## src/rtl/mem_pkg.sv

```systemverilog
// Shared types and defaults for the CPU-to-backing-store memory responder.
package mem_pkg;

  typedef enum logic [2:0] {
    StIdle,
    StBeat0,
    StBeat1,
    StReady,
    StHold
  } state_e;

  localparam int unsigned TimeoutDefault   = 255;
  localparam logic [16:0] InstrBaseDefault = 17'h10000;

  // Instruction words are 32 bits wide, stored as two consecutive 16-bit words.
  function automatic logic [16:0] instr_addr(logic [16:0] base, logic [15:0] addr, logic hi);
    return base + {addr, 1'b0} + {16'b0, hi};
  endfunction

endpackage

```

## src/rtl/beat_timer.sv

```systemverilog
// Per-beat wait counter: flags expiry on the Timeout-th enabled cycle since the last clear.
module beat_timer #(
  parameter int unsigned Timeout = 255
) (
  input  logic clk_i,
  input  logic rst_ni,
  input  logic clear_i,
  input  logic enable_i,
  output logic expire_o
);

  localparam int unsigned CntW = (Timeout > 1) ? $clog2(Timeout) : 1;
  localparam logic [CntW-1:0] CntLast = CntW'(Timeout - 1);

  logic [CntW-1:0] cnt_q, cnt_d;

  always_comb begin
    cnt_d = cnt_q;
    if (clear_i) begin
      cnt_d = '0;
    end else if (enable_i) begin
      cnt_d = cnt_q + CntW'(1);
    end
  end

  always_ff @(posedge clk_i or negedge rst_ni) begin
    if (!rst_ni) begin
      cnt_q <= '0;
    end else begin
      cnt_q <= cnt_d;
    end
  end

  assign expire_o = enable_i && (cnt_q == CntLast);

endmodule

```

## src/rtl/mem_responder.sv

```systemverilog
// Bridges single-cycle CPU read/write/fetch requests onto a req/ack backing store,
// splitting instruction fetches into two 16-bit beats.
module mem_responder
  import mem_pkg::*;
#(
  parameter int unsigned TIMEOUT    = TimeoutDefault,
  parameter logic [16:0] INSTR_BASE = InstrBaseDefault
) (
  input  logic        clk,
  input  logic        rst,
  input  logic        ram_read,
  input  logic        ram_write,
  input  logic        ram_instr_access,
  input  logic        ram_read_done,
  input  logic [15:0] e_addr_bus,
  input  logic [15:0] e_data,
  output logic [15:0] e_mem_bus,
  output logic [31:0] e_sdram_instr,
  output logic        e_mem_busy,
  output logic        e_mem_cack,
  output logic        e_mem_ready,
  output logic        m_req,
  output logic        m_we,
  output logic [16:0] m_addr,
  output logic [15:0] m_wdata,
  input  logic [15:0] m_rdata,
  input  logic        m_ack,
  output logic        bus_err
);

  state_e      state_q, state_d;
  logic [15:0] addr_q, addr_d;
  logic [15:0] wdata_q, wdata_d;
  logic        we_q, we_d;
  logic        instr_q, instr_d;
  logic        done_q, done_d;
  logic        cack_q, cack_d;
  logic [15:0] rdata_q, rdata_d;
  logic [31:0] instr_data_q, instr_data_d;
  logic        err_q, err_d;
  logic        beat;
  logic        expire;

  // done_q marks the post-ack cycle of the final beat: m_req is low, READY follows.
  assign beat  = (state_q == StBeat0) || (state_q == StBeat1);
  assign m_req = beat && !done_q;

  beat_timer #(
    .Timeout(TIMEOUT)
  ) u_beat_timer (
    .clk_i   (clk),
    .rst_ni  (rst),
    .clear_i (state_d != state_q),
    .enable_i(m_req),
    .expire_o(expire)
  );

  always_comb begin
    state_d      = state_q;
    addr_d       = addr_q;
    wdata_d      = wdata_q;
    we_d         = we_q;
    instr_d      = instr_q;
    done_d       = done_q;
    cack_d       = 1'b0;
    rdata_d      = rdata_q;
    instr_data_d = instr_data_q;
    err_d        = err_q;
    case (state_q)
      StIdle: begin
        if (ram_read || ram_write) begin
          addr_d  = e_addr_bus;
          wdata_d = e_data;
          we_d    = ram_write;
          instr_d = !ram_write && ram_instr_access;
          done_d  = 1'b0;
          cack_d  = 1'b1;
          state_d = StBeat0;
          if (ram_read && ram_write) begin
            err_d = 1'b1;
          end
        end
      end
      StBeat0: begin
        if (done_q) begin
          done_d  = 1'b0;
          state_d = StReady;
        end else if (m_ack) begin
          if (instr_q) begin
            instr_data_d[15:0] = m_rdata;
            state_d            = StBeat1;
          end else begin
            if (!we_q) begin
              rdata_d = m_rdata;
            end
            done_d = 1'b1;
          end
        end else if (expire) begin
          err_d  = 1'b1;
          done_d = 1'b1;
          if (instr_q) begin
            instr_data_d = 32'hFFFF_FFFF;
          end else if (!we_q) begin
            rdata_d = 16'hFFFF;
          end
        end
      end
      StBeat1: begin
        if (done_q) begin
          done_d  = 1'b0;
          state_d = StReady;
        end else if (m_ack) begin
          instr_data_d[31:16] = m_rdata;
          done_d              = 1'b1;
        end else if (expire) begin
          instr_data_d[31:16] = 16'hFFFF;
          err_d               = 1'b1;
          done_d              = 1'b1;
        end
      end
      StReady: begin
        state_d = (we_q || ram_read_done) ? StIdle : StHold;
      end
      StHold: begin
        if (ram_read_done) begin
          state_d = StIdle;
        end
      end
      default: state_d = StIdle;
    endcase
  end

  always_ff @(posedge clk or negedge rst) begin
    if (!rst) begin
      state_q      <= StIdle;
      addr_q       <= '0;
      wdata_q      <= '0;
      we_q         <= 1'b0;
      instr_q      <= 1'b0;
      done_q       <= 1'b0;
      cack_q       <= 1'b0;
      rdata_q      <= '0;
      instr_data_q <= '0;
      err_q        <= 1'b0;
    end else begin
      state_q      <= state_d;
      addr_q       <= addr_d;
      wdata_q      <= wdata_d;
      we_q         <= we_d;
      instr_q      <= instr_d;
      done_q       <= done_d;
      cack_q       <= cack_d;
      rdata_q      <= rdata_d;
      instr_data_q <= instr_data_d;
      err_q        <= err_d;
    end
  end

  assign e_mem_busy    = (state_q != StIdle);
  assign e_mem_cack    = cack_q;
  assign e_mem_ready   = (state_q == StReady);
  assign e_mem_bus     = rdata_q;
  assign e_sdram_instr = instr_data_q;
  assign bus_err       = err_q;
  assign m_we          = m_req && we_q;
  assign m_wdata       = m_req ? wdata_q : 16'h0000;
  assign m_addr        = !m_req ? 17'h00000 :
                         instr_q ? instr_addr(INSTR_BASE, addr_q, state_q == StBeat1) :
                         {1'b0, addr_q};

endmodule
```

## config.mk

```make
export PLATFORM = sky130hd
export DESIGN_NAME = mem_responder
export DESIGN_NICKNAME = d
export VERILOG_FILES = /design/src/rtl/mem_pkg.sv /design/src/rtl/beat_timer.sv /design/src/rtl/mem_responder.sv
export SDC_FILE = /design/constraint.sdc
export NUM_CORES = 1
export LEC_CHECK = 0
export BUFFER_PORTS_ARGS = -buffer_cell sky130_fd_sc_hd__buf_2
export CAP_MARGIN = 0
export CORE_MARGIN = 1
export CORE_UTILIZATION = 26
export CTS_CLUSTER_DIAMETER = 30
export CTS_CLUSTER_SIZE = 25
export DETAILED_ROUTE_END_ITERATION = 7
export GPL_TIMING_DRIVEN = 0
export HOLD_SLACK_MARGIN = 0.03
export SYNTH_ARGS = -nofsm -noshare
export SYNTH_HDL_FRONTEND = slang
export SYNTH_SLANG_ARGS = --single-unit
```

## constraint.sdc

```tcl
create_clock -name clk -period 2.34 [get_ports clk]
set_clock_uncertainty 0.2 [all_clocks]
set_input_delay 0.234 -clock clk [delete_from_list [all_inputs] [get_ports clk]]
set_output_delay 0.234 -clock clk [all_outputs]
set_load 0.05 [all_outputs]
```

; ---- Word-level counts from Yosys, hierarchy flattened
; Index checks and enable logic that the tools add are counted.
[totals]
regBits = 96
inputBits = 55
out_inout_bits = 87
elab_cells = 104
[op_classes]
addsub = 3
eq_ne = 17
n_mux = 45
bitwise = 3
n_reduce_logical = 24
[ops]
columns = cell, count
row1 = two-way mux 16 bit, 13
row2 = two-way mux 32 bit, 3
row3 = two-way mux 17 bit, 2
row4 = case mux 16 bit (2 select lines), 1
row5 = two-way mux 3 bit, 7
row6 = != test 2 bit (second input constant), 9
row7 = adder 17 x 1 -> 17 bit, 1
row8 = adder 17 bit (first input constant), 1
row9 = two-way mux 8 bit, 2
row10 = case mux 3 bit (5 select lines), 1
row11 = two-way mux 1 bit, 14
row12 = adder 8 x 1 -> 8 bit (second input constant), 1
row13 = == test 8 bit (second input constant), 1
row14 = nonzero test 2 bit, 4
row15 = AND reduction 7 bit, 1
row16 = == test 3 x 2 -> 1 bit (second input constant), 2
row17 = AND reduction 6 bit, 1
row18 = nonzero test 3 bit, 2
row19 = logical AND 1 bit, 5
row20 = AND reduction 5 bit, 1
row21 = AND reduction 2 bit, 2
row22 = AND reduction 4 bit, 1
row23 = == test 3 x 1 -> 1 bit (second input constant), 1
row24 = == test 3 bit (second input constant), 1
row25 = 10 further kinds, 15

; ---- Depth between registers and ports, before layout
; Gate-level depths: netlist of the first run.
[logic_depth]
ltp_word = 8
depth_mapped = 8
mapped_depth_nobuf = 6

; ---- Modules after synthesis
; From an unflattened synthesis of the first run, not the netlist that was laid out.
[unflattened]
hier_cells = 400
area_unflattened_um2 = 4540.6
[by_module_without_submodules]
columns = mod, instances, cells_per_inst, area_per_inst_um2, seq_area_each_um2
row1 = mem_responder, 1, 359, 4129.0, 2202.1
row2 = beat_timer, 1, 41, 411.6, 200.2

; ---- Least setup slack after synthesis of the first run
; Ideal clock, no wire load.
[synth_timing]
path_kind = register -> output
from = register instr_q
to = output m_addr[16]
arrival_time_ps = 2270
required_time_ps = 1906
setup_slack_ps = -364
path_stages_with_launch = 4
n_path_buf = 2
path_cell_list = dfrtp_1 -> buf_2 -> buf_1 -> nor3b_1
[synth_between]
elab_chain_len = 2
[synth_rtl]
columns = item, line
row1 = start: declaration, mem_responder.sv:35  ; logic instr_q, instr_d;
row2 = start signal: assignment, mem_responder.sv:150  ; instr_q <= instr_d;
row3 = two-way mux 17 bit, mem_responder.sv:168  ; instr_q ? instr_addr(INSTR_BASE, addr_q, state_q == StBeat1) :
row4 = two-way mux 17 bit, mem_responder.sv:167  ; assign m_addr = !m_req ? 17'h00000 :
row5 = end: declaration, mem_responder.sv:24  ; output logic [16:0] m_addr,
; No other way between the ends.

; ---- Final worst setup path of the first run
[layout_timing]
from = register state_q[0]
to = output m_addr[0]
[layout_between]
elab_chain_len = 4
word_cells_on_any_way = 7
cone_classes = add/sub (1) / eq/ne (2) / mux (2) / reduce/logical (2)
[layout_rtl]
columns = item, line
row1 = start: declaration, mem_responder.sv:31  ; state_e state_q, state_d;
row2 = start signal: assignment, mem_responder.sv:135  ; state_q <= StIdle;
row3 = start signal: assignment, mem_responder.sv:146  ; state_q <= state_d;
row4 = == test 3 x 2 -> 1 bit / == test 3 x 1 -> 1 bit (equally long branches), "mem_responder.sv:45, mem_responder.sv:168"
row5 = adder 17 x 1 -> 17 bit / logical OR 1 bit (equally long branches), "mem_pkg.sv:17, mem_responder.sv:45"
row6 = two-way mux 17 bit / logical AND 1 bit (equally long branches), "mem_responder.sv:168, mem_responder.sv:46"
row7 = two-way mux 17 bit (*), mem_responder.sv:167
; Mark *: on every way between the ends. The rest lies on a longest branch, timed or not.

==> key figures, run 1 <==
Outcome
  – Status: finished, violations left
  – Failing checks: setup timing

Cells and area
  – Area of the multi-input gates: roughly 2000 um^2
  – Share of layout cells above drive strength 1: 42.2%
  – Utilization after layout: between 30% and 40%
  – Final cell count without fillers: 846
  – Nets: 674
  – Post-route cell area: 6610 um^2
  – Layout area overhead: 44.9%
  – Register area: 2400 um^2
  – Fillers: 1695
  – Ant. Diodes: 0

Placement
  – Post-DP Area: 5580 um^2
  – # port buffers: 140
  – Placer Congestion: 0.737
  – Dpl cells: 772
  – Post-DP HPWL: 8.75 mm

Timing
  – Worst slew margin: between 50 and 60%
  – Setup ws final: -0.00123 ns
  – Period utilization: 100%
  – Min cycle time layout: 2.34 ns
  – Max Freq: approximately 430 MHz
  – Fin. max-slew vios: 0
  – Count of final setup violators: 1
  – Measured slew at the worst slew-check pin: 0.724 ns
  – RSZ-0062 raised after global routing: yes
  – Fin. Hold Viols: 0

Yosys
  – Ranking of synthesized cells by area: dfrtp_1 53%, mux2_2 14%, a21oi_1 4.9%
  – Syn Std Cell Area: 4560 um^2
  – Ys async rst share: 100%
  – Most used DFF post-synth: dfrtp_1
  – FF+latch count, synth: 96
  – Register area share after synthesis: between 50 and 60%
  – Post-synth top cells: 96 x dfrtp_1, 58 x mux2_2, 45 x a21oi_1
  – Synth top area share: 52.7%
  – Post-synth EDFFs: 0
  – Top-count cell post-synth: dfrtp_1
  – Synth Warn #: 0
  – Syn Inst Count: 406
  – Synthesized area per cell: ~11 um^2
  – Yosys top cell by area: dfrtp_1
  – Syn_nets: roughly 460
  – Synth unique cells: 45

Clocking
  – CTS Buf Count: 9
  – Root Buffer Master: clkbuf_16
  – Clock Tree Buf Depth: 2
  – CTS tree: done
  – Worst skew pair latency: about 0.35 ns
  – Clock Pin Slew Worst Setup and Hold Paths: 0.07 ns
  – H-tree depth: 3
  – Sink Count: 96

Drt
  – Met3 wire len: around 600 um
  – Residual DRC: 0
  – Initial drt markers: 159
  – Post-Route WL: 12.9 mm
  – Pre-antenna DRT Iters: 4
  – Post-DRT Antenna Nets: 0
  – Metal2 WL: between 6 and 7 mm
  – DR WL/cell: 15.3 um
  – Via count: 3825
  – Met1 wire length: 5.95 mm
  – Top sig layer: met4
  – Vias per cell: 4.52

Flow run
  – Max_cap viols: 0

Global routing
  – Grt ovf: 0
  – First-pass GRT wire length: between 20 and 25 mm
  – Vias in the first global route: 3783
  – GR Util All Layers: 14.7%
  – Initial antenna violation count: 0
  – Largest net degree at the start of global routing: 52

Setup path
  – Cell mode on critical path: buf_6
  – Crit-path max FO: 10
  – Worst r2r src: state_q[2]
  – Arr. time, crit path: approximately 1.9 ns
  – Crit-path slowest cell: dfrtp_1
  – Crit path from: state_q[0]
  – Required @ worst endpoint: 1.91 ns
  – CP endpoint kind: output pin
  – Flop2flop setup slack: ~0.11 ns
  – Critical path type: register to output pin
  – Crit path cell chain: buf_2 > nor3b_2 > buf_6 > clkbuf_8 > mux2i_1 > nor2_2 > buf_6
  – Worst Reg2Reg Path Length in Cells: 6
  – CP Launch Type: register
  – Max stage delay on crit path: 0.35 ns
  – Reg2reg end: e_sdram_instr[1]

Floorplan
  – Top Ports: 142
  – Initial core utilization: about a quarter
  – Height of the die: 134 um
  – Die Width: 134 um
  – CORE AREA: approximately 17000 um^2
  – Die area: 18100 um^2
  – Site Rows: 48

Hold path
  – Worst Min Path Start: m_rdata[12]
  – Hold WC Path Type: input pin to register
  – Hold depth: 4
  – WHS Endpoint: e_sdram_instr[12]
[how the worst max path moves through the flow]
| stage | endpoint | slack (ns) | depth (start not counted) |
|---|---|---|---|
| floorplan | m_addr[10] | -0.07 | 5 |
| finish | m_addr[0] | -0.001 | 7 |
| detailed placement | m_addr[0] | -0.36 | 7 |
| CTS | m_addr[0] | -0.14 | 7 |
| global route | m_addr[0] | -0.13 | 7 |
| global placement | m_addr[0] | -0.34 | 7 |
[cell usage in the layout (no fill, tap or decap), types with 2 or more instances in the layout]
cell type and n:
dfrtp_1 96, nor2_1 41, a21oi_1 45, clkbuf_2 2, a31oi_1 7, xor2_1 5
bufinv_16 2, nand2b_1 3, buf_6 8, ha_1 2, nor3_4 2, nand2_1 13
and3_1 18, buf_4 23, nor2b_1 3, a22o_1 2, xnor2_1 3, mux2_2 58
nand4_1 2, clkbuf_1 7, mux2i_1 20, nor3b_2 3, dlygate4sd3_1 50, o41ai_1 2
and2_1 2, o21ai_0 4, nand3_1 2, clkbuf_16 9, mux2_1 2, nor3b_1 2
clkbuf_4 4, buf_2 137, inv_1 16
[flip-flops by register name (all words and copies together), names as in the netlist]
register / flops
u_beat_timer.cnt_q: 8
wdata_q: 16
e_mem_cack: 1
state_q: 3
addr_q: 16
e_sdram_instr: 32
we_q: 1
instr_q: 1
done_q: 1
bus_err: 1
e_mem_bus: 16
[critical path, delay by kind of cell (launching register included)]
family	cells	cell delay, ns
flip-flops	1	0.35
AND/OR/NAND/NOR	2	0.38
buffers and inverters	4	0.72
multiplexers	1	0.09
[layer usage]
metal | vias to the layer above | global-route usage, %
met1 | 1879 | 19.5
met2 | 97 | 23.5
met4 | 0 | 5.93
met5 | - | 0
met3 | 11 | 2.95
li1 | 1838 | -
[cells by family after synthesis]
logic type               after synthesis  synth area share, %
AO/OA/AOI/OAI                         71                 9.55
XOR/XNOR                               9                 1.73
adder cells (fa/ha/maj)                2                0.549
buffers and inverters                 46                 4.88
flip-flops                            96                 52.7
multiplexers                          80                 19.2
AND/OR/NAND/NOR                      102                 11.4
[per-stage QoR]
stage               hold WS [ns]  TNS (ns)  setup slack, ns
detailed placement         0.140    -12.69           -0.357
CTS                       0.0352    -0.141           -0.141
floorplan                 -0.262    -0.703          -0.0703
global placement           0.228    -38.23           -0.345
finish                    0.0462  -0.00123         -0.00123
global route              0.0674    -0.131           -0.130
[layout make-up]
class | count | area share [%]
buffer | 29 | 3.01
clock buffer | 12 | 3.58
clock inverter | 3 | 1.02
inverter | 16 | 0.909
multi-input combinational | 264 | 30.5
sequential | 96 | 36.3
tap | 225 | 4.26
timing repair buffer | 201 | 20.4
[repair_timing]
item / 4_1_cts / 5_1_grt
gates cloned: 0 / 0
buffers inserted: 5 / 5
endpoints found under the setup margin: 119 / 100
hold endpoints to repair: 109 / 0
pin swaps: 4 / 2
hold buffers: 50 / 0
gates resized for setup: 33 / 20
Power of run 1 is not shown: default switching activity piles up to over one toggle a cycle in this logic, so the estimate is an artifact.
==> inputs of run 2 (changes only) <==
Settings changed: PLACE_DENSITY from default to 0.49.
==> run 2 against run 1 <==
  * The flow now finishes without violations
  * Register-to-register slack barely moved
  * Fmax rose by 4.2%
  * Core utilization barely moved
  * Critical path depth did not move
  * Final cell count fell by 0.24%
  * Cell area barely moved
  * Global-route usage rose by 0.42 points
  * Clock-buffer cell count fell by 2
  * Sequential cell count did not move
  * Sequential share of layout area barely moved
  * Worst setup slack improved by 0.095 ns
  * Non-clock buffer count fell by 2
  * Largest cell class unchanged
==> key figures, run 2 (synthesis results as in run 1) <==
Placement
  – DP Worst Slack: -0.445 ns
  – Placer Congestion: 0.750
  – Post-DP HPWL: between 9 and 10 mm
  – Post-DP Area: 5580 um^2
  – # port buffers: 140
  – Dpl cells: 772

Cells and area
  – Ant. Diodes: 0
  – Layout area overhead: 44.9%
  – Final cell count without fillers: 844
  – Max FFs per register: 32
  – Post-route cell area: 6610 um^2
  – Most common cell after layout, fill and taps aside: buf_2
  – Nets: 672
  – Most frequent cells in the layout: 126 x buf_2, 96 x dfrtp_1, 58 x mux2_2
  – Utilization after layout: between 30% and 40%
  – Share of layout cells above drive strength 1: between 40 and 50%

Drt
  – Pre-antenna DRT Iters: 4
  – Post-DRT Antenna Nets: 0
  – DR WL/cell: approximately 16 um
  – Via count: 3849
  – Vias per cell: between 4 and 5
  – Post-Route WL: roughly 13 mm
  – Initial drt markers: 160
  – Residual DRC: 0

Timing
  – Fin. Hold Viols: 0
  – Min cycle time layout: between 2 and 2.5 ns
  – Fin. max-slew vios: 0
  – Period utilization: 96.0%
  – Worst slew margin: 53.5%
  – RSZ-0062 raised after global routing: no
  – Count of final setup violators: 0
  – Max Freq: 445 MHz
  – Setup ws final: 0.0939 ns
  – Measured slew at the worst slew-check pin: ~0.70 ns

Clocking
  – H-tree depth: 3
  – Sink Count: 96
  – CTS Buf Count: 9
  – Worst skew pair latency: between 0.3 and 0.4 ns
  – CTS tree: done
  – Clock Tree Buf Depth: 2
  – Root Buffer Master: clkbuf_16
  – Clock Pin Slew Worst Setup and Hold Paths: 0.06 ns

Setup path
  – Worst r2r src: state_q[2]
  – Arr. time, crit path: 1.81 ns
  – Crit-path slowest cell: dfrtp_1
  – Required @ worst endpoint: 1.91 ns
  – Max stage delay on crit path: 0.35 ns
  – Worst Reg2Reg Path Length in Cells: 6
  – Flop2flop setup slack: 0.11 ns
  – CP endpoint kind: output pin
  – Critical path type: register to output pin
  – Reg2reg end: e_sdram_instr[3]
  – Crit-path max FO: 10
  – Crit path cell chain: clkbuf_4 > nor3b_2 > buf_4 > clkbuf_8 > mux2i_1 > nor2_2 > buf_6
  – CP Launch Type: register

Floorplan
  – Die Width: ~130 um
  – Height of the die: 134 um
  – Top Ports: 142
  – Site Rows: 48
  – CORE AREA: 17200 um^2
  – Initial core utilization: 26.5%
  – Die area: about 18000 um^2

Global routing
  – GR Util All Layers: between 15 and 20%
  – Grt ovf: 0
  – Vias in the first global route: 3956
  – Largest net degree at the start of global routing: 52
  – First-pass GRT wire length: between 20 and 25 mm
  – Initial antenna violation count: 0

Hold path
  – Hold depth: 3
  – WHS Endpoint: instr_q
  – Worst Min Path Start: ram_read
  – Hold WC Path Type: input pin to register

Outcome
  – Status: complete, no violations

Flow run
  – Max_cap viols: 0
## run 2: cell types whose count changed in the layout (fill, tap and decap cells not counted), sizes merged
cell,before,now
clkbuf,23,31
inv,16,17
dlygate4sd3,50,46
clkinv,0,1
buf,169,161
## run 2: worst max-delay path, delay by kind of cell (launching register included)
| kind | cells | cell delay [ns] |
|---|---|---|
| muxes | 1 | 0.09 |
| and+or+nand+nor | 2 | 0.33 |
| DFF | 1 | 0.35 |
| buffers and inverters | 4 | 0.70 |
## run 2: worst max-delay path by stage
stage          startpoint                    end  slack (ns)  cells past startpoint
2_1_floorplan      done_q             m_addr[10]       -0.07                      5
3_3_place_gp   state_q[0]              m_addr[0]       -0.43                      7
3_5_place_dp   state_q[0]              m_addr[0]       -0.45                      7
4_1_cts        state_q[1]      e_sdram_instr[18]        0.01                      9
5_1_grt        state_q[1]  u_beat_timer.cnt_q[1]       0.004                      6
6_report       state_q[0]              m_addr[0]        0.09                      7
## run 2: layout make-up
class | count | area, um^2
clock buffers | 10 | 229
well taps | 225 | 282
inverters | 16 | 60.1
plain buffers | 29 | 204
multi-input cells | 264 | 2000
clock inverters | 5 | 81.3
fillers | 1717 | 10600
flip-flops and latches | 96 | 2400
repair buffers | 199 | 1350
## run 2: per-layer routing
metal	wire length, um	GRT usage (%)	vias to the layer above
li1	-	-	1840
met1	5830	18.8	1916
met2	6760	25.7	83
met3	530	2.83	10
met4	192	6.24	0
met5	0	0	-
## run 2: what timing repair did
item                       CTS  global route
pin swaps                    3             2
buffers inserted             8             3
resized for setup           36            27
setup endpoints to repair   82            84
hold endpoints to repair   100             0
cloned                       0             1
hold buffers                46             0
## run 2: metrics by stage
step           setup TNS [ns]  hold WS [ns]
2_1_floorplan          -0.703        -0.262
3_3_place_gp           -30.34         0.224
3_5_place_dp           -10.32        0.0978
4_1_cts                     0        0.0307
5_1_grt                     0        0.0497
6_report                    0        0.0391
Power of run 2 is left out for the same reason.
